[src/rtl/ir_loader_pkg.sv]
// ir_loader_pkg -- shared types and constants for the serial instruction loader.
//
// Contents:
//   ir_state_t  frame-level loader states
//   rx_state_t  UART receiver bit-level states
//   HDR_BYTE    frame header byte
//   MAX_WORDS   largest word count a frame may carry (size of instruction RAM)
//   ADDR_W, DATA_W, CNT_W  instruction RAM address / data widths and word counter width
//   is_active() true for states that belong to a frame in progress
package ir_loader_pkg;

    localparam logic [7:0] HDR_BYTE  = 8'hA5;
    localparam int         MAX_WORDS = 4096;
    localparam int         ADDR_W    = 12;
    localparam int         DATA_W    = 16;
    localparam int         CNT_W     = 13;

    typedef enum logic [2:0] {
        IDLE   = 3'd0,
        CNT_HI = 3'd1,
        CNT_LO = 3'd2,
        DAT_HI = 3'd3,
        DAT_LO = 3'd4,
        CSUM   = 3'd5,
        DONE   = 3'd6,
        ERR    = 3'd7
    } ir_state_t;

    typedef enum logic [1:0] {
        R_IDLE  = 2'd0,
        R_START = 2'd1,
        R_DATA  = 2'd2,
        R_STOP  = 2'd3
    } rx_state_t;

    function automatic logic is_active(input ir_state_t s);
        return !(s == IDLE || s == DONE || s == ERR);
    endfunction

endpackage

[src/rtl/ir_loader_uart_rx.sv]
// uart_rx -- 8N1 UART receiver with input synchronizer.
//
// Parameters:
//   DIV         use_clock cycles per serial bit (>= 2)
// Ports:
//   use_clock   system clock, rising edge
//   n_reset     synchronous active-low reset
//   rxd         asynchronous serial line, idle high
//   rx_byte     received byte, valid while byte_valid is high
//   byte_valid  one-cycle strobe: a byte with a good stop bit arrived
//   frame_err   one-cycle strobe: a byte arrived with stop bit 0 (byte discarded)
module uart_rx
    import ir_loader_pkg::*;
#(
    parameter int DIV = 520
) (
    input  logic       use_clock,
    input  logic       n_reset,
    input  logic       rxd,
    output logic [7:0] rx_byte,
    output logic       byte_valid,
    output logic       frame_err
);

    localparam int HALF = DIV / 2;
    localparam int CW   = (DIV > 2) ? $clog2(DIV) : 1;

    // rxd_p0/rxd_p1 form the synchronizer; rxd_p2 is the previous synchronized
    // sample used for falling-edge detection.
    logic rxd_p0, rxd_p1, rxd_p2;

    rx_state_t      rx_st, rx_nxt;
    logic [CW-1:0]  cnt;
    logic [2:0]     bit_idx;
    logic [7:0]     shreg;
    logic           cnt_clr, samp, bv_nxt, fe_nxt, fall;

    assign fall    = rxd_p2 && !rxd_p1;
    assign rx_byte = shreg;

    always_ff @(posedge use_clock) begin
        if (!n_reset) begin
            rxd_p0     <= 1'b1;
            rxd_p1     <= 1'b1;
            rxd_p2     <= 1'b1;
            rx_st      <= R_IDLE;
            byte_valid <= 1'b0;
            frame_err  <= 1'b0;
        end else begin
            // stage p0 -> p1 -> p2: metastability filter, then edge history
            rxd_p0     <= rxd;
            rxd_p1     <= rxd_p0;
            rxd_p2     <= rxd_p1;
            rx_st      <= rx_nxt;
            byte_valid <= bv_nxt;
            frame_err  <= fe_nxt;
        end
    end

    // Bit timer and shifter carry no reset: the timer is cleared on every
    // start edge and the shifter is fully rewritten before each byte_valid.
    always_ff @(posedge use_clock) begin
        cnt <= cnt_clr ? '0 : cnt + CW'(1);
        if (rx_st == R_START && rx_nxt == R_DATA)
            bit_idx <= 3'd0;
        else if (samp)
            bit_idx <= bit_idx + 3'd1;
        if (samp)
            shreg <= {rxd_p1, shreg[7:1]};
    end

    always_comb begin
        rx_nxt  = rx_st;
        cnt_clr = 1'b0;
        samp    = 1'b0;
        bv_nxt  = 1'b0;
        fe_nxt  = 1'b0;
        case (rx_st)
            R_IDLE: begin
                if (fall) begin
                    rx_nxt  = R_START;
                    cnt_clr = 1'b1;
                end
            end
            R_START: begin
                // Half a bit after the edge: a line that is high again was a
                // glitch, not a start bit.
                if (cnt == CW'(HALF - 1)) begin
                    rx_nxt  = rxd_p1 ? R_IDLE : R_DATA;
                    cnt_clr = 1'b1;
                end
            end
            R_DATA: begin
                if (cnt == CW'(DIV - 1)) begin
                    samp    = 1'b1;
                    cnt_clr = 1'b1;
                    if (bit_idx == 3'd7)
                        rx_nxt = R_STOP;
                end
            end
            R_STOP: begin
                if (cnt == CW'(DIV - 1)) begin
                    bv_nxt = rxd_p1;
                    fe_nxt = !rxd_p1;
                    rx_nxt = R_IDLE;
                end
            end
            default: rx_nxt = R_IDLE;
        endcase
    end

endmodule

[src/rtl/ir_loader.sv]
// ir_loader -- receives an instruction image over a UART and writes it into
// instruction RAM while holding the CPU in reset.
//
// Frame: A5, N[15:8], N[7:0], N x (word[15:8], word[7:0]) [, checksum].
// The checksum byte (mod-256 sum of the 2N data bytes) is expected only when
// the macro IR_LOADER_CSUM_EN is defined; otherwise the last data word ends
// the frame.
//
// Parameters:
//   CLK_HZ      use_clock frequency in Hz
//   BAUD        serial bit rate (bit period = CLK_HZ/BAUD cycles, truncated)
//   TIMEOUT     max idle cycles between bytes inside a frame
// Ports:
//   use_clock   system clock, rising edge
//   n_reset     synchronous active-low reset
//   rxd         asynchronous UART line, idle high, 8N1
//   ir_addr     instruction RAM write address
//   ir_data     instruction RAM write data
//   ir_wren     one-cycle RAM write strobe
//   cpu_hold    high while a frame is in progress
//   load_done   sticky: last frame completed
//   err         sticky: last frame aborted
//   word_count  words written by the current or last frame
module ir_loader
    import ir_loader_pkg::*;
#(
    parameter int CLK_HZ  = 60000000,
    parameter int BAUD    = 115200,
    parameter int TIMEOUT = 16777215
) (
    input  logic              use_clock,
    input  logic              n_reset,
    input  logic              rxd,
    output logic [ADDR_W-1:0] ir_addr,
    output logic [DATA_W-1:0] ir_data,
    output logic              ir_wren,
    output logic              cpu_hold,
    output logic              load_done,
    output logic              err,
    output logic [CNT_W-1:0]  word_count
);

    localparam int DIV   = CLK_HZ / BAUD;
    localparam int TMO_W = $clog2(TIMEOUT + 1);

    logic [7:0] rx_byte;
    logic       rx_vld, rx_ferr;

    uart_rx #(.DIV(DIV)) u_rx (
        .use_clock  (use_clock),
        .n_reset    (n_reset),
        .rxd        (rxd),
        .rx_byte    (rx_byte),
        .byte_valid (rx_vld),
        .frame_err  (rx_ferr)
    );

    ir_state_t         state, state_nxt;
    logic [7:0]        cnt_hi, dat_hi;
    logic [CNT_W-1:0]  n_words;
    logic [TMO_W-1:0]  tmo_cnt;
    logic [15:0]       n_req;
    logic              tmo_hit, hdr_ok, wr_req, last_word, len_bad;
`ifdef IR_LOADER_CSUM_EN
    logic [7:0]        csum;
`endif

    assign n_req   = {cnt_hi, rx_byte};
    assign len_bad = (n_req == 16'd0) || (n_req > 16'(MAX_WORDS));
    // word_count is already updated for the previous word here: consecutive
    // bytes are at least a full character time apart.
    assign last_word = (word_count + CNT_W'(1)) == n_words;
    assign tmo_hit   = tmo_cnt == TMO_W'(TIMEOUT - 1);

    assign cpu_hold  = is_active(state);
    assign load_done = (state == DONE);
    assign err       = (state == ERR);

    always_comb begin
        state_nxt = state;
        hdr_ok    = 1'b0;
        wr_req    = 1'b0;
        if (is_active(state) && rx_ferr) begin
            state_nxt = ERR;
        end else if (rx_vld) begin
            case (state)
                IDLE, DONE, ERR: begin
                    if (rx_byte == HDR_BYTE) begin
                        state_nxt = CNT_HI;
                        hdr_ok    = 1'b1;
                    end
                end
                CNT_HI: state_nxt = CNT_LO;
                CNT_LO: state_nxt = len_bad ? ERR : DAT_HI;
                DAT_HI: state_nxt = DAT_LO;
                DAT_LO: begin
                    wr_req = 1'b1;
`ifdef IR_LOADER_CSUM_EN
                    state_nxt = last_word ? CSUM : DAT_HI;
`else
                    state_nxt = last_word ? DONE : DAT_HI;
`endif
                end
`ifdef IR_LOADER_CSUM_EN
                CSUM: state_nxt = (rx_byte == csum) ? DONE : ERR;
`endif
                default: state_nxt = IDLE;
            endcase
        end else if (is_active(state) && tmo_hit) begin
            state_nxt = ERR;
        end
    end

    always_ff @(posedge use_clock) begin
        if (!n_reset) begin
            state      <= IDLE;
            ir_addr    <= '0;
            ir_data    <= '0;
            ir_wren    <= 1'b0;
            word_count <= '0;
            tmo_cnt    <= '0;
        end else begin
            state   <= state_nxt;
            ir_wren <= wr_req;
            if (wr_req)
                ir_data <= {dat_hi, rx_byte};
            if (hdr_ok) begin
                word_count <= '0;
            end else if (ir_wren) begin
                // 4095 -> 0 only after the 4096th word, which ends the frame
                word_count <= word_count + CNT_W'(1);
                ir_addr    <= ir_addr + ADDR_W'(1);
            end
            if (state == CNT_LO && state_nxt == DAT_HI)
                ir_addr <= '0;
            if (!is_active(state) || rx_vld || rx_ferr)
                tmo_cnt <= '0;
            else
                tmo_cnt <= tmo_cnt + TMO_W'(1);
        end
    end

    // Frame fields; no reset needed, each is written before it is read.
    always_ff @(posedge use_clock) begin
        if (rx_vld) begin
            case (state)
                CNT_HI:  cnt_hi  <= rx_byte;
                CNT_LO:  n_words <= n_req[CNT_W-1:0];
                DAT_HI:  dat_hi  <= rx_byte;
                default: ;
            endcase
        end
`ifdef IR_LOADER_CSUM_EN
        if (hdr_ok)
            csum <= 8'd0;
        else if (rx_vld && (state == DAT_HI || state == DAT_LO))
            csum <= csum + rx_byte;
`endif
    end

endmodule

[config.mk]
export PLATFORM = sky130hd
export DESIGN_NAME = ir_loader
export DESIGN_NICKNAME = d
export VERILOG_FILES = /design/src/rtl/ir_loader_pkg.sv /design/src/rtl/ir_loader_uart_rx.sv /design/src/rtl/ir_loader.sv
export SDC_FILE = /design/constraint.sdc
export NUM_CORES = 1
export LEC_CHECK = 0
export CAP_MARGIN = 20
export CORE_ASPECT_RATIO = 0.8
export CORE_MARGIN = 2
export CORE_UTILIZATION = 52
export CTS_CLUSTER_SIZE = 28
export DETAILED_ROUTE_END_ITERATION = 10
export GPL_ROUTABILITY_DRIVEN = 0
export PLACE_DENSITY = 0.76
export SLEW_MARGIN = 10
export SYNTH_ARGS = -nofsm -noshare
export SYNTH_HDL_FRONTEND = slang
export SYNTH_SLANG_ARGS = --single-unit
export TNS_END_PERCENT = 30
[constraint.sdc]
create_clock -name use_clock -period 2.1 [get_ports use_clock]
set_input_delay 0.315 -clock use_clock [delete_from_list [all_inputs] [get_ports use_clock]]
set_output_delay 0.315 -clock use_clock [all_outputs]
set_load 0.005 [all_outputs]
Word-level counts from Yosys, hierarchy flattened
Index checks and enable logic that the tools add are counted. W data, S select, Z words.

Logic and storage cells: 93. Output and inout bits: 45. Bits in registers: 126.

Add/sub/neg operators: 5. Reduce and logical (&&, ||, !) cells: 24. Muxes and demuxes: 26. $lt $le $gt $ge: 1. Bitwise gates (word level): 2. Equal/unequal tests: 17.

Operator list (count): $add A24 B1 Y24 const B (1); $eq A24 B24 Y1 const B (1); $mux W3 (6); $gt A16 B13 Y1 const B (1); $logic_not A16 Y1 (1); $pmux W3 S5 (1); $add A13 B1 Y13 const B (1); $eq A13 B13 Y1 (1); $add A12 B1 Y12 const B (1); $eq A3 B3 Y1 const B (4); $mux W2 (6); $mux W1 (11); $add A10 B1 Y10 const B (1); $eq A10 B10 Y1 const B (1); $eq A10 B9 Y1 const B (1); $eq A3 B2 Y1 const B (3); $eq A8 B8 Y1 const B (1); $pmux W2 S4 (1); $reduce_and A2 Y1 (4); $eq A2 B2 Y1 const B (3); $reduce_or A2 Y1 (3); $logic_and A1 B1 Y1 (5); $logic_or A1 B1 Y1 (5); $add A3 B1 Y3 const B (1); other kinds (9) (11).

Logic depth before layout (Yosys ltp)
Gate-level depths: netlist (run 1).

Depth after elaboration: 11. Depth in mapped cells: 8. Mapped depth without buffers: 7.

Modules after synthesis
A second synthesis (run 1) with hierarchy kept.

Cell total of the unflattened synthesis: 538. Area, all modules: 5567.8 um^2.

Modules (own cells, without submodules): ir_loader (instances 1, seq. area each 2252.2 um^2, cells an instance 446, area each 4461.8 um^2); uart_rx (instances 1, seq. area each 640.6 um^2, cells an instance 92, area each 1106.1 um^2).

Least setup slack after synthesis (run 1)
Ideal clock, no wire load.

Path kind: reg-to-reg. Start: register u_rx.cnt[7]. End: register u_rx.bit_idx[1]. Cell stages (with the launch flop): 6. Data required time: 1.969 ns. Clock period less this slack: 2.139 ns. Data arrival time: 2.008 ns. Buffers on the path: 0. Setup time: 0.131 ns. Path slack: -0.039 ns. Cell sequence: dfxtp_1 > or4_4 > or4_4 > nor3_4 > mux2i_1 > nor2_1.

Elaborated cells on any way between the ends: 10.

RTL lines: start, declared (line ir_loader_uart_rx.sv:33) `logic [CW-1:0] cnt;`; start signal, assigned (line ir_loader_uart_rx.sv:63) `cnt <= cnt_clr ? '0 : cnt + CW'(1);`; $eq A10 B10 Y1 (line ir_loader_uart_rx.sv:94) `if (cnt == CW'(DIV - 1)) begin`; $mux W1 (line ir_loader_uart_rx.sv:94); $mux W1 (line ir_loader_uart_rx.sv:78) `case (rx_st)`; via u_rx.samp (line ir_loader_uart_rx.sv:36) `logic cnt_clr, samp, bv_nxt, fe_nxt, fall;`; end signal, assigned (line ir_loader_uart_rx.sv:67) `bit_idx <= bit_idx + 3'd1;`; end, declared (line ir_loader_uart_rx.sv:34) `logic [2:0] bit_idx;`.

The timed path passes the listed nets, and every way through them passes these cells. A chain may end at the register's enable or synchronous reset.

Worst setup path after layout (run 1)
Start: register u_rx.shreg[7], in the netlist u_rx.rx_byte[7]. End: register ir_addr[0].

Word-level cells in the longest chain between the ends: 9. Elaborated cells on any way between the ends: 18.

Ends and longest elaborated chain: start, declared (line ir_loader_uart_rx.sv:35) `logic [7:0] shreg;`; start signal, assigned (line ir_loader_uart_rx.sv:69) `shreg <= {rxd_p1, shreg[7:1]};`; $gt A16 B13 Y1 or $logic_not A16 Y1 (tied branches) (line ir_loader.sv:69) `assign len_bad = (n_req == 16'd0) || (n_req > 16'(MAX_WORDS));`; $logic_or A1 B1 Y1 (line ir_loader.sv:69); $mux W3 (line ir_loader.sv:94) `CNT_LO: state_nxt = len_bad ? ERR : DAT_HI;`; $pmux W3 S5 (line ir_loader.sv:86) `case (state)`; $mux W3 (line ir_loader.sv:85) `end else if (rx_vld) begin`; $mux W3 (line ir_loader.sv:83) `if (is_active(state) && rx_ferr) begin`; $eq A3 B2 Y1 (line ir_loader.sv:134) `if (state == CNT_LO && state_nxt == DAT_HI)`; $logic_and A1 B1 Y1 (line ir_loader.sv:134); $reduce_or A2 Y1 (no source line); end signal, assigned (line ir_loader.sv:132) `ir_addr <= ir_addr + ADDR_W'(1);`; end, declared (line ir_loader.sv:34) `output logic [ADDR_W-1:0] ir_addr,`.

Several ways; a longest one is shown, not always the timed one.

==> impl_metrics.yaml, run 1 <==
status:
  status: "finished, violations left"
  violations: "setup timing"
grt:
  grt_pass1_vias: 4087
  grt_first_pass_wirelength_um: 19260
  grt_overflow: 0
  grtUsageTotal_pct: 21.88
  grt_max_degree: 25
  antenna_found_initial: 0
placement:
  io_buffer_count: 47
  place_hpwl_um: 7901
  place_inst: 734
  pre_cts_slack_ns: 0.02447
timing:
  setup_ws_ns: -0.02099
  fin_skew_ns: 0.007758
  hold_viol: 0
  whs_ns: 0.4154
  clock.fmax_mhz: 471.5
  tightest_slew_ns: 0.5959
  rsz0062_at_grt: "true"
  maxSlewViolCount: 0
  period_minus_slack_ns: 2.121
  setup_viol: 6
  fin_crit_sh_pct: 101.0
  slew_headroom_pct: 59.73
synth:
  avgSynthCellArea_um2: 10.21
  synth_edf_count: 37
  synthArstFlopShare_pct: 0
  synth_area_um2: 5403
  ys_top_cells_by_area: "dfxtp_1 (33%), edfxtp_1 (21%), xor2_1 (6.5%)"
  syn-num-nets: 539
  synth_most_common_cell: "dfxtp_1"
  synth_common_cells: "dfxtp_1 (89), nor2_1 (79), xor2_1 (40)"
  yosys.cell_types.count: 49
  synth_top_area_share_pct: 32.98
  ys.flop_type: "dfxtp_1"
  yosysWarningCount: 0
  postSynthCellCount: 529
  synth.largest_area_cell: "dfxtp_1"
  synth_seq_cells: 126
  ys_seq_area_share_pct: 53.54
worst_setup_path:
  crit_required_ns: 2.40
  crit_type: "reg -> reg"
  worstPathArrival_ns: 2.42
  cp-start-kind: "register"
  path_max_fanout: 6
  end_kind: "register"
clock_tree:
  path_clk_slew_ns: 0.06
  cts-buffers-inserted: 17
  clockBufferDepth: 2
  clk_latency_ns: 0.41
  tritoncts: "built"
  cts.sinks: 126
  clockRootBuffer: "clkbuf_16"
  cts_max_level: 4
flow_run:
  drv_cap: 0
drt:
  routed-via-count: 4203
  vias_per_cell: 5.437
  ant_nets: 0
  drt_iter0_markers: 284
  drt-wirelength-per-cell_um: 15.42
  drtPass1Iterations: 6
  totalWireLength_um: 11920
  post-route-drc-count: 0
floorplan:
  rows: 33
  initial_utilization_pct: 52.98
  fp.dieW_um: 118.0
  core_area_um2: 10200
  die_y_um: 95.17
  ios: 48
  dieArea_um2: 11230
final_layout:
  final_core_util_pct: 68.67
  antenna_cells: 0
  drive_above_1_share_pct: 16.59
  fin_nets: 630
  instances_no_fill: 773
  areaGrowthSynthToFinish_pct: 29.62
pwr:
  vdd_drop_max_mv: 0.6103
  power.leakage_nw: 2.429
  pwr_density_cell_nw_per_um2: 788.5
  power.total_mw: 5.522
min_path:
  hp-class: "reg -> reg"
worst max-delay path, stage by stage (launching register included):
cell and delay (ns):
edfxtp_1 0.44, nor4_1 0.38, nand3_2 0.15, xor2_2 0.21
a41oi_2 0.18, o41ai_2 0.26, buf_4 0.20, buf_6 0.14
nor2_1 0.05
layout by cell type (no fill, tap or decap), types with 10 or more instances in the layout:
cell	n
dfxtp_1	84
nor2_1	75
clkdlybuf4s50_1	47
buf_4	42
xor2_1	39
edfxtp_1	37
nand2_1	33
xnor2_1	27
nand3_1	21
mux2i_1	20
nor2b_1	19
clkbuf_16	18
nand4_1	16
a21oi_1	12
o21ai_0	11
inv_1	10
what timing repair did:
item / in CTS / in global routing
pin swaps: 12 / 7
endpoints found under the hold margin: 0 / 0
gates resized for setup: 11 / 17
endpoints found under the setup margin: 14 / 24
hold buffers: 0 / 0
cloned: 1 / 0
setup buffers: 3 / 3
sequential cells by signal (all words and copies together), names as in the netlist, 2 cells and up:
name / count
tmo_cnt: 24
ir_data: 16
n_words: 13
word_count: 13
ir_addr: 12
u_rx.cnt: 10
cnt_hi: 8
dat_hi: 8
u_rx.rx_byte: 8
state: 3
u_rx.bit_idx: 3
u_rx.rx_st: 2
cells by family (layout without fill, tap and decap cells):
logic type	Yosys count	after routing	share of synthesized area (%)
multiplexers	20	20	3.705
AND/OR/NAND/NOR	233	233	22.58
buffers and inverters	31	135	2.385
flip-flops	126	126	53.54
XOR/XNOR	67	67	10.86
AO/OA/AOI/OAI	45	45	5.304
adder cells (fa/ha/maj)	7	7	1.621
where the power goes:
part           switching (mW)  leakage (nW)  internal [mW]  total [mW]
Combinational          0.0817          1.11         0.0910       0.173
Clock                    1.08         0.264           1.69        2.77
Sequential             0.0434          1.05           2.53        2.58
Total                    1.20          2.43           4.32        5.52
layer usage:
metal / vias to the layer above / track usage, % / share of wire (%)
met2: 135 / 37.35 / 49
met5: - / 0 / 0
met1: 2010 / 26.48 / 43
met4: 0 / 8.735 / 1.7
li1: 2034 / - / -
met3: 24 / 6.280 / 6.0
final timing paths:
check | slack [ns] | from | to | cells past startpoint
setup / recovery | -0.02 | u_rx.rx_byte[7] | ir_addr[0] | 8
hold / removal | 0.42 | u_rx.rxd_p0 | u_rx.rxd_p1 | 1
hold reg to reg | 0.42 | u_rx.rxd_p0 | u_rx.rxd_p1 | 1
setup reg to reg | -0.02 | u_rx.rx_byte[7] | ir_addr[0] | 8
metrics by stage:
| step | setup TNS, ns | area, µm² |
|---|---|---|
| 2_1_floorplan | -0.03180 | 5406 |
| 3_3_place_gp | 0 | 6286 |
| 3_5_place_dp | 0 | 6286 |
| 4_1_cts | -0.2847 | 6920 |
| 5_1_grt | -1.187 | 7003 |
| 6_report | -0.06976 | 7003 |
area by class of cell:
class,count,area [µm²]
Clock buffer,19,454.2
Clock inverter,13,113.9
Multi-Input combinational cell,372,2472
Tap cell,140,175.2
Fill cell,768,3196
Timing Repair Buffer,93,848.3
Sequential cell,126,2902
Inverter,10,37.54
No activity file was read; power rests on OpenSTA's default activity.
==> run 2: changes to the inputs <==
--- a/config.mk
+++ b/config.mk
@@ -8,11 +8,10 @@
 export CAP_MARGIN = 20
 export CORE_ASPECT_RATIO = 0.8
 export CORE_MARGIN = 2
-export CORE_UTILIZATION = 52
+export CORE_UTILIZATION = 33
 export CTS_CLUSTER_SIZE = 28
 export DETAILED_ROUTE_END_ITERATION = 10
 export GPL_ROUTABILITY_DRIVEN = 0
-export PLACE_DENSITY = 0.76
 export SLEW_MARGIN = 10
 export SYNTH_ARGS = -nofsm -noshare
 export SYNTH_HDL_FRONTEND = slang
==> impl_metrics.yaml, run 2 (synthesized netlist as in run 1, its figures left out) <==
worst_setup_path:
  path_max_fanout: 10
  crit_start: "u_rx.cnt[3]"
  crit_required_ns: 2.39
  r2r_cells: 5
  cp-endpoint: "u_rx.cnt[3]"
  r2r_start: "u_rx.cnt[3]"
  end_kind: "register"
  cp-start-kind: "register"
  crit_type: "reg -> reg"
  reg2reg_slack_ns: 0.08
  r2r_end: "u_rx.cnt[3]"
  worstPathArrival_ns: 2.30
final_layout:
  antenna_cells: 0
  areaGrowthSynthToFinish_pct: 29.90
  drive_above_1_share_pct: 14.01
  largest_reg_flops: 24
  top_register: "tmo_cnt"
  final_cell_mix: "dfxtp_1 (85), nor2_1 (78), clkdlybuf4s50_1 (47)"
  fin_nets: 625
  instances_no_fill: 843
  final_area_um2: 7018
  largestRegisters: "tmo_cnt (24), ir_data (16)"
  final_common_cell: "dfxtp_1"
placement:
  placed_area_um2: 6395
  io_buffer_count: 47
  place_hpwl_um: 8199
  place_inst: 811
timing:
  hold_viol: 0
  fin_skew_ns: 0.01199
  slew_headroom_pct: 70.81
  period_minus_slack_ns: 2.018
  setup_viol: 0
  fin_crit_sh_pct: 96.09
  clock.fmax_mhz: 495.6
  tightest_slew_ns: 0.4370
  maxSlewViolCount: 0
  rsz0062_at_grt: "false"
clock_tree:
  cts_max_level: 4
  clockRootBuffer: "clkbuf_16"
  path_clk_slew_ns: 0.06
  clk_latency_ns: 0.42
  tritoncts: "built"
  hold_buffers: 0
  clockBufferDepth: 2
  cts.sinks: 126
  cts-buffers-inserted: 17
drt:
  vias_per_cell: 4.753
  ant_nets: 0
  drt_iter0_markers: 169
  drt-wirelength-per-cell_um: 13.54
  post-route-drc-count: 0
  routed-via-count: 4007
  drtPass1Iterations: 4
  totalWireLength_um: 11410
floorplan:
  core_area_um2: 15900
  ios: 48
  rows: 41
  initial_utilization_pct: 33.97
  dieArea_um2: 17420
  die_y_um: 118.4
  fp.dieW_um: 147.1
grt:
  grt_first_pass_wirelength_um: 19080
  grtUsageTotal_pct: 13.73
  grt_overflow: 0
  grt_pass1_vias: 3811
  grt_max_degree: 25
  antenna_found_initial: 0
flow_run:
  drv_cap: 0
pwr:
  pwr_density_cell_nw_per_um2: 797.3
  vdd_drop_max_mv: 0.5066
  power.leakage_nw: 2.428
min_path:
  hp-class: "reg -> reg"
status:
  status: "finished clean"
[run 2: timing repair]
action | in CTS | in global routing
setup endpoints to repair | 1 | 7
gates resized for setup | 2 | 6
setup buffers | 0 | 0
endpoints found under the hold margin | 0 | 0
pin swaps | 0 | 2
[run 2: layout make-up]
class	instances	area (µm²)
Inverter	10	37.54
Multi-Input combinational cell	372	2429
Tap cell	215	269.0
Timing Repair Buffer	88	803.3
Sequential cell	126	2898
Clock inverter	13	138.9
Fill cell	1482	8885
Clock buffer	19	442.9
[run 2: critical path, cell delays in order (launching register included)]
cell and delay [ns]:
dfxtp_2 0.32, or4_4 0.52, or4_4 0.47, nor2_2 0.13
o31a_1 0.36, nor2_1 0.10
[run 2: worst min-delay path by stage]
| stage | start | to | slack (ns) | depth (start not counted) |
|---|---|---|---|---|
| floorplan | u_rx.rxd_p0 | u_rx.rxd_p1 | 0.39 | 1 |
| global route | u_rx.rxd_p0 | u_rx.rxd_p1 | 0.43 | 1 |
| CTS | u_rx.rxd_p0 | u_rx.rxd_p1 | 0.41 | 1 |
| finish | u_rx.rxd_p0 | u_rx.rxd_p1 | 0.40 | 1 |
| detailed placement | u_rx.rxd_p0 | u_rx.rxd_p1 | 0.41 | 1 |
| global placement | u_rx.rxd_p0 | u_rx.rxd_p1 | 0.39 | 1 |
[run 2: layer usage]
| layer | global-route usage [%] | part of all wire (%) | wire (µm) |
|---|---|---|---|
| met3 | 4.208 | 3.8 | 434 |
| met1 | 19.47 | 53 | 6006 |
| met5 | 0 | 0 | 0 |
| met4 | 4.808 | 1.3 | 148 |
| met2 | 19.74 | 42 | 4823 |
[run 2: stage by stage]
step	worst slack (ns)	power [mW]	setup TNS, ns	hold WS [ns]	utilization [%]
floorplan	-0.01590	2.743	-0.03180	0.3863	-
global placement	0.06922	2.787	0	0.3902	40.21
detailed placement	0.03927	2.797	0	0.4051	40.21
CTS	0.01035	5.655	0	0.4135	43.92
global route	0.004582	5.804	0	0.4269	44.13
finish	0.08205	5.595	0	0.4041	44.13
[run 2: power by group]
group	internal, mW	switching (mW)	total, mW
Sequential	2.54	0.0444	2.58
Clock	1.78	1.07	2.85
Combinational	0.0857	0.0778	0.164
Total	4.40	1.20	5.60
